<file path="src/rtl/sercmp_pkg.sv">
// Shared types and result encodings for the bit-serial magnitude comparator.
package sercmp_pkg;

   // Controller states
   typedef enum logic [1:0] {
      IDLE  = 2'd0,
      SHIFT = 2'd1,
      DONE  = 2'd2
   } sercmp_state_e;

   localparam int unsigned RES_W = 3;

   // One-hot result, bit order {greater, lesser, equal}
   localparam logic [RES_W-1:0] RES_EQ = 3'b001;
   localparam logic [RES_W-1:0] RES_LT = 3'b010;
   localparam logic [RES_W-1:0] RES_GT = 3'b100;

   // Map the held decision onto the one-hot result encoding
   function automatic logic [RES_W-1:0] sercmp_result(input logic decided,
                                                      input logic gt,
                                                      input logic lt);
      logic [RES_W-1:0] res;
      if (!decided) begin
         res = RES_EQ;
      end else if (gt && !lt) begin
         res = RES_GT;
      end else begin
         res = RES_LT;
      end
      return res;
   endfunction

endpackage : sercmp_pkg

</file>
<file path="src/rtl/cmp_bit_cell.sv">
// Single bit-pair compare decision (pure combinational).
module cmp_bit_cell (
   input  logic a_bit,
   input  logic b_bit,
   output logic bit_gt,
   output logic bit_lt,
   output logic bit_eq
);

   // A bit pair is decisive only when the bits differ
   always_comb begin
      bit_gt = a_bit & ~b_bit;
      bit_lt = ~a_bit & b_bit;
      bit_eq = ~(a_bit ^ b_bit);
   end

endmodule : cmp_bit_cell

</file>
<file path="src/rtl/serial_magnitude_comparator.sv">
// Bit-serial unsigned magnitude comparator, operands arrive MSB first.
// The first differing bit pair decides the result; later bits cannot change it.
// Optional build macro SERCMP_EARLY_EXIT_EN: finish as soon as a decision is
// made instead of consuming all WIDTH bit pairs.
module serial_magnitude_comparator
   import sercmp_pkg::*;
#(
   parameter int unsigned WIDTH = 8
) (
   input  logic clk,
   input  logic rst_n,
   input  logic start,
   input  logic a_bit,
   input  logic b_bit,
   input  logic bit_valid,
   output logic bit_ready,
   output logic busy,
   output logic done,
   output logic equal,
   output logic greater,
   output logic lesser
);

   localparam int unsigned CNT_W = $clog2(WIDTH + 1);

   sercmp_state_e    state_q, state_d;
   logic [CNT_W-1:0] cnt_q, cnt_d;
   logic             decided_q, decided_d;
   logic             gt_q, gt_d;
   logic             lt_q, lt_d;
   logic [RES_W-1:0] res_q, res_d;
   logic             bit_ready_q, bit_ready_d;
   logic             busy_q, busy_d;
   logic             done_q, done_d;

   logic             bit_gt_c, bit_lt_c, bit_eq_c;
   logic             beat_c;
   logic             last_beat_c;
   logic             exit_c;

   cmp_bit_cell u_cmp_bit_cell (
      .a_bit  (a_bit),
      .b_bit  (b_bit),
      .bit_gt (bit_gt_c),
      .bit_lt (bit_lt_c),
      .bit_eq (bit_eq_c)
   );

   // Beat acceptance and end-of-operand detection
   always_comb begin
      beat_c      = (state_q == SHIFT) && bit_valid;
      last_beat_c = beat_c && (cnt_q == CNT_W'(WIDTH - 1));
`ifdef SERCMP_EARLY_EXIT_EN
      exit_c      = beat_c && !decided_q && !bit_eq_c;
`else
      exit_c      = 1'b0;
`endif
   end

   // State register
   always_ff @(posedge clk) begin
      if (!rst_n) begin
         state_q <= IDLE;
      end else begin
         state_q <= state_d;
      end
   end

   // Next-state logic
   always_comb begin
      state_d = state_q;
      case (state_q)
         IDLE: begin
            if (start) begin
               state_d = SHIFT;
            end
         end
         SHIFT: begin
            if (last_beat_c || exit_c) begin
               state_d = DONE;
            end
         end
         DONE: begin
            state_d = IDLE;
         end
         default: begin
            state_d = IDLE;
         end
      endcase
   end

   // Datapath and registered-output next values
   always_comb begin
      cnt_d     = cnt_q;
      decided_d = decided_q;
      gt_d      = gt_q;
      lt_d      = lt_q;
      res_d     = res_q;

      case (state_q)
         IDLE: begin
            if (start) begin
               cnt_d     = '0;
               decided_d = 1'b0;
               gt_d      = 1'b0;
               lt_d      = 1'b0;
               res_d     = '0;
            end
         end
         SHIFT: begin
            if (beat_c) begin
               if (cnt_q != CNT_W'(WIDTH)) begin
                  cnt_d = cnt_q + CNT_W'(1);
               end
               // Only the first differing pair is latched
               if (!decided_q && !bit_eq_c) begin
                  gt_d      = bit_gt_c;
                  lt_d      = bit_lt_c;
                  decided_d = 1'b1;
               end
            end
         end
         default: begin
         end
      endcase

      // Publish the result together with the done strobe
      if (state_d == DONE) begin
         res_d = sercmp_result(decided_d, gt_d, lt_d);
      end

      bit_ready_d = (state_d == SHIFT);
      busy_d      = (state_d == SHIFT);
      done_d      = (state_d == DONE);
   end

   // Datapath and output registers
   always_ff @(posedge clk) begin
      if (!rst_n) begin
         cnt_q       <= '0;
         decided_q   <= 1'b0;
         gt_q        <= 1'b0;
         lt_q        <= 1'b0;
         res_q       <= '0;
         bit_ready_q <= 1'b0;
         busy_q      <= 1'b0;
         done_q      <= 1'b0;
      end else begin
         cnt_q       <= cnt_d;
         decided_q   <= decided_d;
         gt_q        <= gt_d;
         lt_q        <= lt_d;
         res_q       <= res_d;
         bit_ready_q <= bit_ready_d;
         busy_q      <= busy_d;
         done_q      <= done_d;
      end
   end

   assign bit_ready = bit_ready_q;
   assign busy      = busy_q;
   assign done      = done_q;
   assign greater   = res_q[2];
   assign lesser    = res_q[1];
   assign equal     = res_q[0];

endmodule : serial_magnitude_comparator

</file>
<file path="config.mk">
export PLATFORM = sky130hd
export DESIGN_NAME = serial_magnitude_comparator
export DESIGN_NICKNAME = d
export VERILOG_FILES = /design/src/rtl/sercmp_pkg.sv /design/src/rtl/cmp_bit_cell.sv /design/src/rtl/serial_magnitude_comparator.sv
export SDC_FILE = /design/constraint.sdc
export NUM_CORES = 1
export LEC_CHECK = 0
export ABC_AREA = 1
export CORE_UTILIZATION = 53
export DETAILED_ROUTE_END_ITERATION = 10
export PLACE_DENSITY = 0.88
export SETUP_SLACK_MARGIN = 0.3
export SYNTH_ARGS = -nofsm -noshare
export SYNTH_HDL_FRONTEND = slang
export SYNTH_SLANG_ARGS = --single-unit
</file>
<file path="constraint.sdc">
create_clock -name clk -period 3.1 [get_ports clk]
set_clock_uncertainty 0.15 [all_clocks]
set_input_delay 0.465 -clock clk [delete_from_list [all_inputs] [get_ports clk]]
set_output_delay 0.465 -clock clk [all_outputs]
set_load 0.005 [all_outputs]
</file>
==> results of run 1 <==
sequential cells by signal, summed over array words and instances, names as in the netlist:
name       cells
cnt_q          4
res_q          3
state_q        2
busy           1
decided_q      1
done           1
gt_q           1
lt_q           1
cell families (layout without fill, tap and decap cells):
family / Yosys count / count (layout) / share of synthesized area [%]
flip-flops: 14 / 14 / 40.1
adder cells (fa/ha/maj): 4 / 4 / 7.17
XOR/XNOR: 1 / 1 / 1.25
AO/OA/AOI/OAI: 9 / 9 / 7.88
AND/OR/NAND/NOR: 47 / 47 / 34.4
buffers and inverters: 16 / 29 / 9.14
cell usage in the layout (no fill, tap or decap), types with 3 or more instances in the layout:
master           instances
nand3_1                  6
clkdlybuf4s50_1         11
nor3_1                   3
inv_1                   13
dfxtp_1                 14
ha_1                     4
nor2_1                  12
nand2_1                 14
clkbuf_4                 3
a21oi_1                  3
synthesized netlist by cell type:
library cell / n
nor2_2: 1
o21ai_0: 2
clkinv_1: 1
nor2_1: 12
xor2_1: 1
buf_4: 1
nand2_2: 2
nand3_2: 2
nor3_1: 3
nand3_4: 1
nand2_1: 14
nand4_1: 2
inv_1: 13
and2_1: 1
nor3b_1: 2
dfxtp_1: 14
inv_2: 1
a211oi_1: 1
o21ai_1: 1
a21oi_1: 3
nand3_1: 6
and3_2: 1
ha_1: 4
a21oi_2: 2
worst max-delay path, cell delays in order:
cell and delay (ps):
clkdlybuf4s50_1 490, inv_1 50, ha_1 300, inv_1 80, nand2_1 70, nor2_1 100, nor2_1 40, nor2_1 150
nand3_1 120, a21oi_2 110
stage by stage:
| stage | hold WS, ps | power [mW] | utilization, % | area [um2] |
|---|---|---|---|---|
| 3_5_place_dp | 315 | 0.237 | 69.9 | 818 |
| 5_1_grt | 351 | 0.354 | 71.8 | 841 |
| 6_report | 325 | 0.336 | 71.8 | 841 |
| 3_3_place_gp | 316 | 0.236 | 69.9 | 818 |
| 4_1_cts | 328 | 0.339 | 71.8 | 841 |
| 2_1_floorplan | 315 | 0.220 | - | 698 |
final cells by class:
| class | count | area share, % |
|---|---|---|
| clock buffer | 3 | 2.68 |
| timing repair buffer | 11 | 13.1 |
| sequential | 14 | 33.3 |
| inverter | 15 | 6.70 |
| multi-input combinational | 61 | 42.1 |
| tap | 14 | 2.08 |
layer usage:
layer / wire [um] / vias up
li1: - / 317
met1: 621 / 269
met2: 618 / 10
met3: 46 / 4
met4: 22 / 0
met5: 0 / -
worst max-delay path by stage:
stage and endpoint:
3_5_place_dp res_q[1]$_SDFFE_PN0P_, 2_1_floorplan res_q[1]$_SDFFE_PN0P_, 3_3_place_gp res_q[2]$_SDFFE_PN0P_, 6_report res_q[2]$_SDFFE_PN0P_, 4_1_cts res_q[2]$_SDFFE_PN0P_, 5_1_grt res_q[2]$_SDFFE_PN0P_
report_power, final:
part / switching [mW] / internal, mW
clock network: 0.0576 / 0.0451
registers: 0.00338 / 0.185
logic: 0.0258 / 0.0190
total: 0.0868 / 0.249
==> results.json, run 1 <==
{
  "io_buffers": 11,
  "clock.fmax_ghz": 0.521,
  "crit_start": "a_bit",
  "n_fill_cell": 97,
  "cts_max_level": 1,
  "cp-end-kind": "register",
  "final_layout_size_suffix_gt1_share_pct": 12.5,
  "routabilityCongestion": 0.852,
  "drc_errors": 0,
  "grt.overflow.total": 0,
  "startpoint_type": "input port",
  "post_cts_buffers": 0,
  "cts_root_buf": "clkbuf_4",
  "viasPerCell": 5.08,
  "dp_hpwl_um": 986,
  "synth_nets": 101,
  "die_width_um": 38.3,
  "setup_viol": 0,
  "syn_area_per_cell_um2": 7.67,
  "cts_hold_buf": 0,
  "r2r_end": "res_q[2]$_SDFFE_PN0P_",
  "cts_sinks": 14,
  "holdPathStages": 2,
  "core_region_area_um2": 1170,
  "ios": 12,
  "dp_slack_ps": 890,
  "grt_max_degree": 10,
  "dr.pass1.iters": 4,
  "worst_pin_slew_ps": 308,
  "routed_wl_mm": 1.31,
  "start_util_pct": 59.6,
  "path_class": "in -> reg",
  "worstPathMaxFanout": 3,
  "gr-usage-met1_pct": 24.8,
  "cts_tree": "done",
  "regToRegStartpoint": "state_q[0]$_SDFF_PN0_",
  "ant_nets": 0,
  "yosysWarnings": 0,
  "fin_tns_setup_ps": 0,
  "ys_seq_area_share_pct": 40.1,
  "num_rows": 12,
  "cts_made_buffers": 3,
  "hold_path_class": "reg -> reg",
  "clk_latency_ps": 280,
  "power_density_nw_per_um2": 399,
  "grt_util_all_layers_pct": 21.9,
  "setup_ws_ps": 1180,
  "netlist_area_um2": 698,
  "synth_area_leader_cell": "dfxtp_1",
  "num_vias": 600,
  "hold_path_end": "res_q[0]$_SDFFE_PN0P_",
  "yosys.area.top_type_share_pct": 40.1,
  "grt_first_pass_wirelength_mm": 2.10,
  "hold_viol_final": 0,
  "yosys-top-cells-area": "dfxtp_1, nand2_1, ha_1",
  "status": "finished clean",
  "relSlewSlack_pct": 79.2,
  "grt_use_met2_pct": 35.2,
  "ys_types": 24,
  "r2r_cells": 6,
  "syn_inst": 91,
  "antenna_found_initial": 0,
  "fp.dieH_um": 38.3,
  "dr.first_iter.drc_count": 13,
  "grt_pass1_vias": 497,
  "final_cells": 118,
  "seqCellArea_um2": 280,
  "crit_required_ps": 3170,
  "grt_setup_unrepaired": "no",
  "multi_input_area_um2": 354,
  "diodes": 0,
  "post-route-period-util_pct": 62.0,
  "min-delay-start": "res_q[0]$_SDFFE_PN0P_",
  "final_max_slew_viol_count": 0,
  "clkTransAtPathRegs_ps": 80,
  "area_growth_pct": 20.4,
  "leakage_nw": 0.359,
  "r2r_setup_slack_ps": 1740,
  "cts_buffer_depth": 2,
  "fin_crit_ps": 1920,
  "synth.ff_latch_count": 14,
  "grt_busiest_layer": "met2",
  "routedWlPerCell_um": 11.1,
  "cts_resized": 0,
  "dp_cells": 115,
  "num-nets-final": 116,
  "gr-usage-met3_pct": 6.98,
  "ir_drop_uv": 288,
  "drv_cap": 0,
  "critPathArrivalTime_ps": 1990,
  "die_area_um2": 1470
}
Power figures use the tool's default switching activity.
==> run 2, diff against run 1 <==
CORE_UTILIZATION = 49   (was 53)
PLACE_DENSITY = 0.83   (was 0.88)
clock period = 2 ns   (was 3.1 ns; I/O delays follow)
==> results.json, run 2 (same netlist as run 1, synthesis figures left out) <==
{
  "path_cells": "clkdlybuf4s50_1",
  "num_vias": 640,
  "slowest_stage": "clkdlybuf4s50_1",
  "grt_pass1_vias": 575,
  "drv_cap": 0,
  "dr.pass1.iters": 4,
  "die_area_um2": 1580,
  "clk_latency_ps": 280,
  "viasPerCell": 5.25,
  "startpoint_type": "register",
  "top_regs": "cnt_q x4, res_q x3, state_q x2",
  "layout_common_cells": "nand2_1, dfxtp_1, inv_1",
  "area_growth_pct": 28.1,
  "dp_hpwl_mm": 1.06,
  "n_fill_cell": 104,
  "start_util_pct": 53.0,
  "antenna_found_initial": 0,
  "diodes": 0,
  "crit_required_ps": 1550,
  "drc_errors": 0,
  "setup_viol": 0,
  "ant_nets": 0,
  "routed_wl_mm": 1.44,
  "critPathMaxStageDelay_ps": 500,
  "cts_made_buffers": 3,
  "grt_setup_unrepaired": "no",
  "grt_max_degree": 10,
  "cts_max_level": 1,
  "core_region_area_um2": 1320,
  "cts_buffer_depth": 2,
  "worst_pin_slew_ps": 340,
  "largest_reg_flops": 4,
  "clock.fmax_ghz": 0.633,
  "grt_util_all_layers_pct": 22.7,
  "relSlewSlack_pct": 77.1,
  "final_core_util_pct": 67.9,
  "grt_first_pass_wirelength_mm": 2.33,
  "dr.first_iter.drc_count": 11,
  "fp.dieH_um": 39.7,
  "cts_sinks": 14,
  "leakage_nw": 0.387,
  "cp-end-kind": "output pin",
  "hold_path_class": "reg -> reg",
  "routedWlPerCell_um": 11.8,
  "path_delay_family": "buffers and inverters",
  "power_density_nw_per_um2": 643,
  "top_register": "cnt_q",
  "cts_root_buf": "clkbuf_4",
  "die_width_um": 39.7,
  "clkTransAtPathRegs_ps": 90,
  "final_layout_size_suffix_gt1_share_pct": 18.7,
  "num_rows": 13,
  "path_class": "reg -> out",
  "cts_hold_buf": 0,
  "status": "finished clean",
  "num-nets-final": 118,
  "io_buffers": 11,
  "hold_viol_final": 0,
  "fin_tns_setup_ps": 0,
  "critPathArrivalTime_ps": 1130,
  "ios": 12,
  "routabilityCongestion": 0.748,
  "grt.overflow.total": 0,
  "fin_crit_ps": 1580,
  "cp_num_buf_inv": 1,
  "final_max_slew_viol_count": 0,
  "worstPathMaxFanout": 2,
  "cts_tree": "done",
  "post-route-period-util_pct": 79.0,
  "ir_drop_uv": 494
}
run 2: cell types whose count changed in the layout (fill, tap and decap cells not counted), sizes merged:
cell	previous run	this run
dlygate4sd2	0	1
clkbuf	3	4
dlymetal6s2s	0	1
buf	0	2
clkdlybuf4s50	11	9
run 2: stage by stage:
stage          power (mW)  cells  hold slack, ps  setup slack, ps  area, um2
4_1_cts             0.578    122             327              362        870
2_1_floorplan       0.341     91             248              574        698
6_report            0.576    122             326              421        895
3_3_place_gp        0.365    116             312             12.7        820
3_5_place_dp        0.369    116             313            -49.0        820
5_1_grt             0.604    122             354              369        895
run 2: cell type report:
class                           count  area (um2)  area share [%]
Multi-Input combinational cell     61         377            42.1
Sequential cell                    14         280            31.3
Timing Repair Buffer               13         126            14.1
Inverter                           15        56.3            6.29
Clock buffer                        4        36.3            4.06
Tap cell                           15        18.8            2.10
run 2: where the power goes:
| group | internal, mW | switching [mW] | total [mW] |
|---|---|---|---|
| combinational | 0.0338 | 0.0436 | 0.0774 |
| clock | 0.111 | 0.0950 | 0.206 |
| sequential | 0.286 | 0.00591 | 0.292 |
| total | 0.431 | 0.145 | 0.576 |
run 2: repair_timing:
item / in CTS / in global routing
setup buffers: 2 / 0
endpoints found under the setup margin: 2 / 3
pin swaps: 2 / 1
hold endpoints to repair: 0 / 0
resized for setup: 1 / 5
run 2: worst paths after layout:
kind / start / end / slack (ps) / cells after the start
worst max register to register: state_q[0]$_SDFF_PN0_ / res_q[1]$_SDFFE_PN0P_ / 610 / 8
worst min register to register: res_q[0]$_SDFFE_PN0P_ / res_q[0]$_SDFFE_PN0P_ / 330 / 2
worst max-delay path: res_q[2]$_SDFFE_PN0P_ / greater / 420 / 1
worst min-delay path: res_q[0]$_SDFFE_PN0P_ / res_q[0]$_SDFFE_PN0P_ / 330 / 2
run 2: per-layer routing:
| layer | vias up | track usage [%] | wire [um] |
|---|---|---|---|
| met5 | - | 0 | 0 |
| met4 | 0 | 12.9 | 33 |
| met3 | 4 | 3.41 | 35 |
| met2 | 11 | 39.8 | 747 |
| met1 | 302 | 25.4 | 625 |
| li1 | 323 | - | - |
